`src/rtl/fifo_uart_tx_pkg.sv`:
```
// Shared types for the FIFO-fed UART transmitter: FSM state encoding and
// the parity / stop-bit parameter encodings.
package fifo_uart_tx_pkg;

  typedef enum logic [2:0] {
    IDLE,
    POP,
    LOAD,
    START,
    DATA,
    PARITY,
    STOP
  } state_e;

  typedef enum logic {
    PARITY_NONE = 1'b0,
    PARITY_EVEN = 1'b1
  } parity_e;

  typedef enum logic [1:0] {
    STOP_ONE = 2'd1,
    STOP_TWO = 2'd2
  } stop_e;

endpackage

```
`src/rtl/fifo_uart_tx_baud.sv`:
```
// Bit-period counter: counts 0..CLKS_PER_BIT-1 while enabled and ticks on the
// last count; pre_tick flags the cycle before so callers can register a pulse.
module uart_baud_tick #(
  parameter int CLKS_PER_BIT = 16
) (
  input  logic clk,
  input  logic rst,
  input  logic clr,
  input  logic en,
  output logic tick,
  output logic pre_tick
);

  localparam int CW = $clog2(CLKS_PER_BIT);
  localparam logic [CW-1:0] LAST = CW'(CLKS_PER_BIT - 1);
  localparam logic [CW-1:0] PRE  = CW'(CLKS_PER_BIT - 2);

  logic [CW-1:0] cnt_q, cnt_d;

  always_comb begin
    cnt_d = cnt_q;
    if (clr)     cnt_d = '0;
    else if (en) cnt_d = (cnt_q == LAST) ? '0 : cnt_q + 1'b1;
  end

  always_ff @(posedge clk or posedge rst) begin
    if (rst) cnt_q <= '0;
    else     cnt_q <= cnt_d;
  end

  assign tick     = en && !clr && (cnt_q == LAST);
  assign pre_tick = en && !clr && (cnt_q == PRE);

endmodule

```
`src/rtl/fifo_uart_tx.sv`:
```
// UART transmitter that pops frames from a sync FIFO (rd_en/dout/empty).
// state | meaning: IDLE wait | POP rd_en pulse | LOAD capture dout | START | DATA | PARITY | STOP
module fifo_uart_tx
  import fifo_uart_tx_pkg::*;
#(
  parameter int DATA_WIDTH   = 8,
  parameter int CLKS_PER_BIT = 16,
  parameter int PARITY_EN    = 0,
  parameter int STOP_BITS    = 1
) (
  input  logic                  clk,
  input  logic                  rst,
  input  logic                  fifo_empty,
  input  logic [DATA_WIDTH-1:0] fifo_dout,
  output logic                  fifo_rd_en,
  input  logic                  tx_enable,
  output logic                  tx,
  output logic                  busy,
  output logic                  frame_done
);

  localparam int IW = 4;
  localparam logic [IW-1:0] DATA_LAST = IW'(DATA_WIDTH - 1);
  localparam logic [IW-1:0] STOP_LAST = (STOP_BITS == int'(STOP_TWO)) ? 4'd1 : 4'd0;
  localparam bit HAS_PARITY = (PARITY_EN == int'(PARITY_EVEN));

  state_e                state_q, state_d;
  logic [DATA_WIDTH-1:0] shift_q, shift_d;
  logic [IW-1:0]         idx_q, idx_d;
  logic                  par_q, par_d;
  logic                  tx_q, tx_d;
  logic                  busy_q, busy_d;
  logic                  rd_en_q, rd_en_d;
  logic                  done_q, done_d;
  logic                  arm_q, arm_d;
  logic                  baud_clr, baud_en, tick, pre_tick;

  assign baud_en = (state_q == START) || (state_q == DATA) ||
                   (state_q == PARITY) || (state_q == STOP);

  uart_baud_tick #(.CLKS_PER_BIT(CLKS_PER_BIT)) u_baud (
    .clk      (clk),
    .rst      (rst),
    .clr      (baud_clr),
    .en       (baud_en),
    .tick     (tick),
    .pre_tick (pre_tick)
  );

  always_comb begin
    state_d  = state_q;
    shift_d  = shift_q;
    idx_d    = idx_q;
    par_d    = par_q;
    tx_d     = tx_q;
    busy_d   = busy_q;
    rd_en_d  = 1'b0;
    done_d   = 1'b0;
    arm_d    = 1'b1;
    baud_clr = 1'b0;
    case (state_q)
      IDLE: begin
        tx_d = 1'b1;
        // arm_q holds off the first pop for one edge after reset release
        if (arm_q && tx_enable && !fifo_empty) begin
          state_d = POP;
          rd_en_d = 1'b1;
          busy_d  = 1'b1;
        end
      end
      POP: state_d = LOAD;
      LOAD: begin
        shift_d  = fifo_dout;
        par_d    = ^fifo_dout;
        idx_d    = '0;
        baud_clr = 1'b1;
        tx_d     = 1'b0;
        state_d  = START;
      end
      START: begin
        if (tick) begin
          state_d = DATA;
          tx_d    = shift_q[0];
          shift_d = shift_q >> 1;
        end
      end
      DATA: begin
        if (tick) begin
          if (idx_q == DATA_LAST) begin
            idx_d = '0;
            if (HAS_PARITY) begin
              state_d = PARITY;
              tx_d    = par_q;
            end else begin
              state_d = STOP;
              tx_d    = 1'b1;
            end
          end else begin
            idx_d   = idx_q + 1'b1;
            tx_d    = shift_q[0];
            shift_d = shift_q >> 1;
          end
        end
      end
      PARITY: begin
        if (tick) begin
          state_d = STOP;
          tx_d    = 1'b1;
          idx_d   = '0;
        end
      end
      STOP: begin
        if (idx_q == STOP_LAST && pre_tick) done_d = 1'b1;
        if (tick) begin
          if (idx_q == STOP_LAST) begin
            state_d = IDLE;
            busy_d  = 1'b0;
            idx_d   = '0;
          end else begin
            idx_d = idx_q + 1'b1;
          end
        end
      end
      default: state_d = IDLE;
    endcase
  end

  always_ff @(posedge clk or posedge rst) begin
    if (rst) begin
      state_q <= IDLE;
      shift_q <= '0;
      idx_q   <= '0;
      par_q   <= 1'b0;
      tx_q    <= 1'b1;
      busy_q  <= 1'b0;
      rd_en_q <= 1'b0;
      done_q  <= 1'b0;
      arm_q   <= 1'b0;
    end else begin
      state_q <= state_d;
      shift_q <= shift_d;
      idx_q   <= idx_d;
      par_q   <= par_d;
      tx_q    <= tx_d;
      busy_q  <= busy_d;
      rd_en_q <= rd_en_d;
      done_q  <= done_d;
      arm_q   <= arm_d;
    end
  end

  assign tx         = tx_q;
  assign busy       = busy_q;
  assign fifo_rd_en = rd_en_q;
  assign frame_done = done_q;

endmodule

```
`config.mk`:
```
export PLATFORM = sky130hd
export DESIGN_NAME = fifo_uart_tx
export DESIGN_NICKNAME = d
export VERILOG_FILES = /design/src/rtl/fifo_uart_tx_pkg.sv /design/src/rtl/fifo_uart_tx_baud.sv /design/src/rtl/fifo_uart_tx.sv
export SDC_FILE = /design/constraint.sdc
export NUM_CORES = 1
export LEC_CHECK = 0
export ABC_AREA = 1
export CAP_MARGIN = 20
export CORE_MARGIN = 2
export CORE_UTILIZATION = 56
export CTS_CLUSTER_DIAMETER = 80
export DETAILED_ROUTE_END_ITERATION = 8
export HOLD_SLACK_MARGIN = 0.15
export PLACE_DENSITY = 0.85
export SYNTH_ARGS = -nofsm -noshare
export SYNTH_HDL_FRONTEND = slang
export SYNTH_SLANG_ARGS = --single-unit
export TNS_END_PERCENT = 50
```
`constraint.sdc`:
```
create_clock -name clk -period 1.6 [get_ports clk]
set_clock_uncertainty 0.1 [all_clocks]
set_input_delay 0.32 -clock clk [delete_from_list [all_inputs] [get_ports clk]]
set_output_delay 0.32 -clock clk [all_outputs]
set_load 0.05 [all_outputs]
```
==> flow_summary.json, run 1 <==
{
  "yosysWarnings": 0,
  "postSynthAreaPerCell_um2": 7.53,
  "grt_start_max_net_pins": 25,
  "cts_tree": "yes",
  "power_frac_clock_pct": 8.0,
  "power.density_nw_per_um2": 1840,
  "startpoint_type": "register",
  "die_w_um": 55.7,
  "synth-edff-count": 0,
  "reg2reg_depth": 9,
  "antenna_cells": 0,
  "hold_class": "input pin to asynchronous set/reset pin",
  "busiest_layer": "met2",
  "grt_pass1_wl_mm": 5.42,
  "ir_drop_v": 0.00131,
  "drc_errors": 0,
  "arrival_ns": 1.69,
  "final_cell_mix": "69 x nand2_1, 20 x nand3_1, 20 x dfrtp_1, 14 x inv_1, 14 x nor2_1",
  "die_h_um": 55.7,
  "initial_core_util_pct": 59.9,
  "port_buffers": 15,
  "gr-usage-all-layers_pct": 21.3,
  "finalMaxSlewViolations": 0,
  "tns_ns": 0,
  "crit_required_ns": 1.71,
  "cp-end-kind": "register",
  "crit_path_max_fanout": 3,
  "die_area_um2": 3100,
  "intPower_uw": 1750,
  "synth_top_flop_cell": "dfrtp_1",
  "design.core.area_um2": 2500,
  "insertion_delay_ns": 0.31,
  "postPlaceCellArea_um2": 1730,
  "synth_seq_area_share_pct": 40.2,
  "ys_types": 28,
  "ioPinCount": 16,
  "setup_viol": 0,
  "cts.htree.levels": 1,
  "synthesis.area_um2": 1500,
  "slowest_delay_ns": 0.44,
  "drive_above_1_share_pct": 25.7,
  "rows": 18,
  "maxCapViolations": 0,
  "cts-buffers-inserted": 3,
  "hold_viol_final": 0,
  "reg2reg_from": "idx_q[1]$_DFFE_PP0P_",
  "viasPerCell": 5.42,
  "timing.hold.ws_ns": 0.235,
  "r2r_setup_slack_ns": 0.02,
  "finish.instance_area_um2": 1860,
  "initialDrtViolationCount": 86,
  "period_needed_ns": 1.58,
  "pwr-share-comb_pct": 60.7,
  "drt_wl_total_mm": 3.36,
  "grt_antenna_before_repair": 0,
  "cts-hold-fix-buffers": 0,
  "rr_endpoint": "state_q[0]$_DFFE_PP0P_",
  "worstSetupPathType": "register to register",
  "crit_chain": "ha_2, nand2_2, nor2_4, buf_6, nor2_4, nor2_4, buf_4, nand3_1, nand2_1",
  "syn2layout_area_growth_pct": 24.1,
  "grt_pass1_vias": 1348,
  "num-nets-final": 243,
  "firstDrtPassIters": 4,
  "wl_per_cell_um": 13.1,
  "cts_sinks": 24,
  "layout_commonest_cell": "nand2_1",
  "routabilityCongestion": 0.876,
  "cp_common_cell": "nor2_4",
  "final.period_utilization_pct": 98.5,
  "seq_power_share_pct": 31.3,
  "met1_usage_pct": 25.8,
  "drtAntennaViolNets": 0,
  "timing.fmax_mhz": 635,
  "overflow": 0,
  "detailed_place_hpwl_mm": 2.49,
  "netlist_instances": 199,
  "synth_nets": 215,
  "p_sw_share_pct": 49.0,
  "clk_pin_slew_ns": 0.13,
  "async_flop_share_pct": 100,
  "use_met3_pct": 3.02,
  "status": "completed",
  "cts_root_buf": "clkbuf_4",
  "vias": 1387,
  "cts_buffer_depth": 2,
  "p_leak_uw": 0.000970,
  "met2_usage_pct": 37.6,
  "netSwitchingPower_uw": 1680,
  "fillers": 172,
  "slowest_stage": "dfrtp_1",
  "ys_ff_latch": 24
}
[per-layer routing]
layer | wire length (µm) | up-vias
li1 | - | 683
met1 | 1370 | 628
met2 | 1690 | 66
met3 | 199 | 10
met4 | 89 | 0
met5 | 0 | -
[metrics by stage]
stage | setup WS (ns) | util (%) | total power (µW) | cells
after floorplan | 0.157 | - | 2480 | 199
after global placement | 0.0507 | 69.3 | 2850 | 247
after detailed placement | 0.00313 | 69.3 | 2970 | 247
after CTS | 0.0157 | 70.7 | 3270 | 251
after global routing | -0.0340 | 74.3 | 3690 | 256
final | 0.0247 | 74.3 | 3430 | 256
[synthesized netlist by cell type (2+ instances only)]
cell type,number,area [µm²]
o21ai_0,7,35.0
nand4_1,2,12.5
nand2_1,71,267
nand2_2,2,12.5
ha_1,4,50.1
nand2_4,4,45.0
nand3_2,2,20.0
nor2_1,18,67.6
a31oi_1,3,18.8
nand3_4,2,35.0
dfrtp_1,23,576
inv_4,2,12.5
a21oi_1,2,10.0
inv_1,16,60.1
inv_2,5,18.8
nor2_2,3,18.8
nand3_1,21,105
buf_6,2,22.5
[repair_timing]
item	CTS	global route
setup endpoints to repair	10	12
buffers inserted	0	5
pin swaps	0	8
gates resized for setup	3	19
[cell type report]
cell class,instances,area (µm²),share of cell area [%]
tap,30,37.5,2.02
sequential,24,606,32.6
timing repair buffer,27,284,15.3
clock buffer,4,26.3,1.41
inverter,23,91.3,4.92
multi-input combinational,148,813,43.8
[flip-flops by register name, summed over array words and instances, names as in the netlist]
name and cells:
shift_q 8, idx_q 4, u_baud.cnt_q 4, state_q 3
arm_q 1, busy 1, fifo_rd_en 1, frame_done 1
tx 1
[worst max-delay path by stage]
stage	cells after the start	endpoint	slack, ns	from
4_1_cts	10	shift_q[5]$_DFFE_PP0P_	0.02	idx_q[0]$_DFFE_PP0P_
3_3_place_gp	8	shift_q[6]$_DFFE_PP0P_	0.05	state_q[2]$_DFFE_PP0P_
3_5_place_dp	8	state_q[0]$_DFFE_PP0P_	0.003	state_q[2]$_DFFE_PP0P_
5_1_grt	7	idx_q[3]$_DFFE_PP0P_	-0.03	u_baud.cnt_q[0]$_DFFE_PP0P_
6_report	9	state_q[0]$_DFFE_PP0P_	0.02	idx_q[1]$_DFFE_PP0P_
2_1_floorplan	9	idx_q[2]$_DFFE_PP0P_	0.16	u_baud.cnt_q[1]$_DFFE_PP0P_
[power groups by stage]
| stage | Sequential (µW) | Clock [µW] | Combinational (µW) |
|---|---|---|---|
| floorplan | 1070 | 0 | 1410 |
| global placement | 1050 | 0 | 1800 |
| detailed placement | 1070 | 0 | 1900 |
| CTS | 1060 | 289 | 1920 |
| global route | 1100 | 310 | 2290 |
| finish | 1070 | 273 | 2080 |
[cells by family (layout without fill, tap and decap cells)]
kind of cell	Yosys count	after routing	share of synthesized area (%)
buffers and inverters	27	54	9.11
AOI/OAI and AO/OA	13	13	4.68
and+or+nand+nor	130	130	42.4
adders and majority gates	4	4	3.34
DFF	24	24	40.2
other	1	1	0.250
[worst max-delay path: cells and delay by family, from the launching register on]
kind / cells / cell delay (ns)
buf+inv: 2 / 0.26
flops: 1 / 0.44
simple gates: 6 / 0.46
fa+ha+maj: 1 / 0.22
Note: power is estimated with default switching activity, not from simulation.
==> run 2, diff against run 1 <==
- SKIP_CTS_REPAIR_TIMING: default -> 1
==> run 2 against run 1 <==
Compared with the run above:
- sequential cell count did not move
- clock power is essentially flat
- sequential power about the same
- sequential share of layout area is the same
- fmax barely moved
- count of clock-buffer cells in the layout is the same
- first-iteration DRC count increased by 16%
- setup slack barely moved
- hold slack worse by 0.0018 ns
- via count down 0.43%
- core utilization stayed put
- register-to-register slack is essentially flat
- critical endpoint unchanged
- largest cell class unchanged
==> flow_summary.json, run 2 (same netlist as run 1, synthesis figures left out) <==
{
  "status": "completed",
  "cp-end-kind": "register",
  "overflow": 0,
  "firstDrtPassIters": 4,
  "finalMaxSlewViolations": 0,
  "crit_chain": "ha_2, nand2_2, nor2_4, buf_6, nor2_4, nor2_4, buf_4, nand3_1, nand2_1",
  "intPower_uw": 1750,
  "die_area_um2": 3100,
  "clk_pin_slew_ns": 0.13,
  "slowest_delay_ns": 0.44,
  "maxCapViolations": 0,
  "rr_endpoint": "state_q[0]$_DFFE_PP0P_",
  "die_h_um": 55.7,
  "ioPinCount": 16,
  "detailed_place_hpwl_mm": 2.49,
  "initialDrtViolationCount": 100,
  "viasPerCell": 5.39,
  "p_leak_uw": 0.000970,
  "routabilityCongestion": 0.876,
  "worstSetupStartpoint": "idx_q[1]$_DFFE_PP0P_",
  "insertion_delay_ns": 0.31,
  "gr-usage-all-layers_pct": 21.3,
  "cts_root_buf": "clkbuf_4",
  "grt_antenna_before_repair": 0,
  "multiInputGateArea_um2": 813,
  "r2r_setup_slack_ns": 0.02,
  "tns_ns": 0,
  "initial_core_util_pct": 59.9,
  "drtAntennaViolNets": 0,
  "die_w_um": 55.7,
  "period_needed_ns": 1.58,
  "wl_per_cell_um": 13.0,
  "cp-endpoint": "state_q[0]$_DFFE_PP0P_",
  "grt_start_max_net_pins": 25,
  "setup_viol": 0,
  "finalPower_uw": 3420,
  "syn2layout_area_growth_pct": 24.1,
  "crit_path_max_fanout": 3,
  "ff_latch_area_um2": 606,
  "port_buffers": 15,
  "drc_errors": 0,
  "largest_register_ffs": 8,
  "ir_drop_v": 0.00131,
  "antenna_cells": 0,
  "grt_pass1_wl_mm": 5.42,
  "design.core.area_um2": 2500,
  "final_cell_mix": "69 x nand2_1, 20 x nand3_1, 20 x dfrtp_1, 14 x inv_1, 14 x nor2_1",
  "cts_sinks": 24,
  "top_regs": "shift_q: 8 flops, idx_q: 4 flops, u_baud.cnt_q: 4 flops",
  "cts_tree": "yes",
  "rows": 18,
  "regMostFlops": "shift_q",
  "hold_class": "input pin to asynchronous set/reset pin",
  "startpoint_type": "register",
  "cp_common_cell": "nor2_4",
  "timing.fmax_mhz": 635,
  "num-nets-final": 243,
  "cts_buffer_depth": 2,
  "worstSetupPathType": "register to register",
  "pwr-share-comb_pct": 60.7,
  "grt_pass1_vias": 1345,
  "cts-buffers-inserted": 3,
  "slowest_stage": "dfrtp_1",
  "cts.htree.levels": 1,
  "drt_wl_total_mm": 3.34,
  "drive_above_1_share_pct": 25.7,
  "netSwitchingPower_uw": 1670,
  "reg2reg_from": "idx_q[1]$_DFFE_PP0P_",
  "vias": 1381,
  "layout_commonest_cell": "nand2_1",
  "final.period_utilization_pct": 98.4,
  "reg2reg_depth": 9,
  "fillers": 173,
  "p_sw_share_pct": 48.9,
  "power_frac_clock_pct": 8.0,
  "seq_power_share_pct": 31.3,
  "crit_required_ns": 1.71,
  "arrival_ns": 1.68,
  "hold_viol_final": 0,
  "power.density_nw_per_um2": 1840
}
## run 2: cell counts in the layout (fill, tap and decap cells not counted)
No cell type changed its count.
## run 2: power by group through the flow
stage	Combinational [µW]	Clock [µW]	Sequential, µW
CTS	1920	289	1050
global placement	1800	0	1050
floorplan	1410	0	1070
finish	2080	273	1070
global route	2290	316	1100
detailed placement	1900	0	1070
## run 2: how the worst min path moves through the flow
stage	endpoint	slack (ns)	cells after the start
floorplan	arm_q$_DFF_PP0_	0.23	1
global placement	shift_q[3]$_DFFE_PP0P_	0.35	2
detailed placement	shift_q[4]$_DFFE_PP0P_	0.37	2
CTS	idx_q[3]$_DFFE_PP0P_	0.23	3
global route	shift_q[4]$_DFFE_PP0P_	0.26	3
finish	arm_q$_DFF_PP0_	0.23	3
## run 2: layout make-up
type                    count  share of cell area (%)
inverters                  23                    4.92
clock buffers               4                    1.41
flip-flops and latches     24                    32.6
multi-input cells         148                    43.8
repair buffers             27                    15.3
well taps                  30                    2.02
## run 2: critical path: cells and delay by family (launching register included)
kind | cells | cell delay, ns
simple gates | 6 | 0.45
flops | 1 | 0.44
buf+inv | 2 | 0.26
fa+ha+maj | 1 | 0.22
## run 2: metrics by stage
| step | hold slack, ns | util, % | instances | setup slack, ns | instance area (µm²) |
|---|---|---|---|---|---|
| after detailed placement | 0.367 | 69.3 | 247 | 0.00313 | 1730 |
| after global placement | 0.354 | 69.3 | 247 | 0.0507 | 1730 |
| final | 0.233 | 74.3 | 256 | 0.0249 | 1860 |
| after CTS | 0.231 | 70.4 | 251 | -0.0253 | 1760 |
| after floorplan | 0.234 | - | 199 | 0.157 | 1500 |
| after global routing | 0.258 | 74.3 | 256 | -0.0340 | 1860 |
## run 2: layer usage
metal / global-route usage, % / share of wire (%) / up-vias
li1: - / - / 681
met1: 26.0 / 41 / 620
met2: 37.4 / 50 / 68
met3: 3.02 / 6.2 / 12
met4: 9.06 / 3.1 / 0
met5: 0 / 0 / -
==> run 3, diff against run 2 <==
- CORE_MARGIN: 2 -> default
==> run 3 against run 2 <==
Compared with the run above:
- sequential cell count stayed put
- fmax grew 3.1%
- design area fell by 0.67%
- sequential power is essentially flat
==> flow_summary.json, run 3 (same netlist as run 1, synthesis figures left out) <==
{
  "initial_core_util_pct": 59.9,
  "vias": 1385,
  "clk_pin_slew_ns": 0.14,
  "initialDrtViolationCount": 63,
  "cts_sinks": 24,
  "wl_per_cell_um": 13.5,
  "period_needed_ns": 1.53,
  "pwr-share-comb_pct": 58.7,
  "cts_buffer_depth": 2,
  "grt_pass1_vias": 1226,
  "firstDrtPassIters": 4,
  "cts_tree": "yes",
  "drtAntennaViolNets": 0,
  "ioPinCount": 16,
  "detailed_place_hpwl_mm": 2.48,
  "timing.fmax_mhz": 655,
  "finish.utilization_pct": 73.8,
  "finish.instance_area_um2": 1850,
  "startpoint_type": "register",
  "die_area_um2": 2890,
  "gr-usage-all-layers_pct": 24.6,
  "design.core.area_um2": 2500,
  "power.density_nw_per_um2": 1880,
  "final.period_utilization_pct": 95.4,
  "worstSetupPathType": "register to register",
  "cp-end-kind": "register",
  "hold_viol_final": 0,
  "grt_antenna_before_repair": 0,
  "overflow": 0,
  "netSwitchingPower_uw": 1700,
  "hold_class": "input pin to asynchronous set/reset pin",
  "antenna_cells": 0,
  "power_frac_clock_pct": 9.8,
  "p_leak_uw": 0.000970,
  "intPower_uw": 1770,
  "num-nets-final": 241,
  "layout_commonest_cell": "nand2_1",
  "drive_above_1_share_pct": 24.6,
  "rows": 18,
  "slowest_stage": "dfrtp_1",
  "timing.hold.ws_ns": 0.204,
  "largest_register_ffs": 8,
  "routabilityCongestion": 0.885,
  "wl_met3_um": 144,
  "cp_common_cell": "nand2_1",
  "regMostFlops": "shift_q",
  "maxCapViolations": 0,
  "die_h_um": 53.7,
  "final_cell_mix": "69 x nand2_1, 20 x dfrtp_1, 19 x nand3_1, 16 x nor2_1, 14 x inv_1",
  "dr_wl_met2_mm": 1.73,
  "port_buffers": 15,
  "insertion_delay_ns": 0.33,
  "die_w_um": 53.7,
  "cts.htree.levels": 1,
  "tns_ns": 0,
  "crit_family": "simple AND/OR/NAND/NOR gates",
  "worst-path-buf-inv": 1,
  "grt_pass1_wl_mm": 5.13,
  "rsz0062_at_grt": "yes",
  "viasPerCell": 5.45,
  "cts-buffers-inserted": 3,
  "drc_errors": 0,
  "grt_start_max_net_pins": 25,
  "setup_viol": 0,
  "status": "completed",
  "top_regs": "shift_q: 8 flops, idx_q: 4 flops, u_baud.cnt_q: 4 flops",
  "p_sw_share_pct": 49.0,
  "ir_drop_v": 0.00129,
  "crit_required_ns": 1.77,
  "finalMaxSlewViolations": 0,
  "routed.top_layer": "met4",
  "crit_path_max_fanout": 6,
  "postPlaceCellArea_um2": 1730,
  "seq_power_share_pct": 31.5,
  "crit_chain": "ha_2, nand3_2, nand2_1, nand2_1, o21ai_0, inv_1, nor2_1",
  "arrival_ns": 1.70,
  "drt_wl_total_mm": 3.43,
  "wl_met1_mm": 1.48,
  "slowest_delay_ns": 0.43,
  "cts_root_buf": "clkbuf_4",
  "syn2layout_area_growth_pct": 23.2
}
==> run 3: changes by cell type in the layout (fill, tap and decap cells not counted), sizes merged <==
| cell | delta |
|---|---|
| buf | -2 |
==> run 3: final timing paths <==
check	from	depth (start not counted)	slack [ns]	end
max	u_baud.cnt_q[1]$_DFFE_PP0P_	7	0.07	idx_q[3]$_DFFE_PP0P_
min	rst	3	0.20	idx_q[3]$_DFFE_PP0P_
max reg2reg	u_baud.cnt_q[1]$_DFFE_PP0P_	7	0.07	idx_q[3]$_DFFE_PP0P_
min reg2reg	shift_q[3]$_DFFE_PP0P_	2	0.39	shift_q[3]$_DFFE_PP0P_
max in group asynchronous	rst	3	0.90	tx$_DFFE_PP1P_
min in group clk	shift_q[3]$_DFFE_PP0P_	2	0.39	shift_q[3]$_DFFE_PP0P_
==> run 3: power by group through the flow <==
stage          sequential [µW]  combinational (µW)  clock, µW
2_1_floorplan             1070                1410          0
3_5_place_dp              1070                1900          0
4_1_cts                   1060                1910        337
6_report                  1100                2040        340
5_1_grt                   1120                2290        359
3_3_place_gp              1050                1800          0
==> run 3: routing by layer <==
metal	vias to the layer above	global-route usage, %
met2	39	42.8
met4	0	9.65
li1	685	-
met1	652	30.1
met5	-	0
met3	9	3.67
==> run 3: cell type report <==
| class | instances | area, µm² |
|---|---|---|
| multi-input cells | 148 | 810 |
| fillers | 187 | 654 |
| flip-flops and latches | 24 | 606 |
| repair buffers | 25 | 265 |
| inverters | 23 | 91.3 |
| well taps | 30 | 37.5 |
| clock buffers | 4 | 36.3 |
==> run 3: worst register-to-register path, stage by stage (launching register included) <==
cell and delay, ns:
dfrtp_1 0.43, ha_2 0.21, nand3_2 0.16, nand2_1 0.10, nand2_1 0.11, o21ai_0 0.19
inv_1 0.07, nor2_1 0.11
==> run 3: metrics by stage <==
stage | power (µW) | setup WS [ns] | instances
3_5_place_dp | 2970 | -0.00403 | 247
2_1_floorplan | 2480 | 0.157 | 199
5_1_grt | 3770 | -0.0348 | 254
3_3_place_gp | 2850 | 0.0577 | 247
4_1_cts | 3300 | -0.0210 | 251
6_report | 3470 | 0.0729 | 254
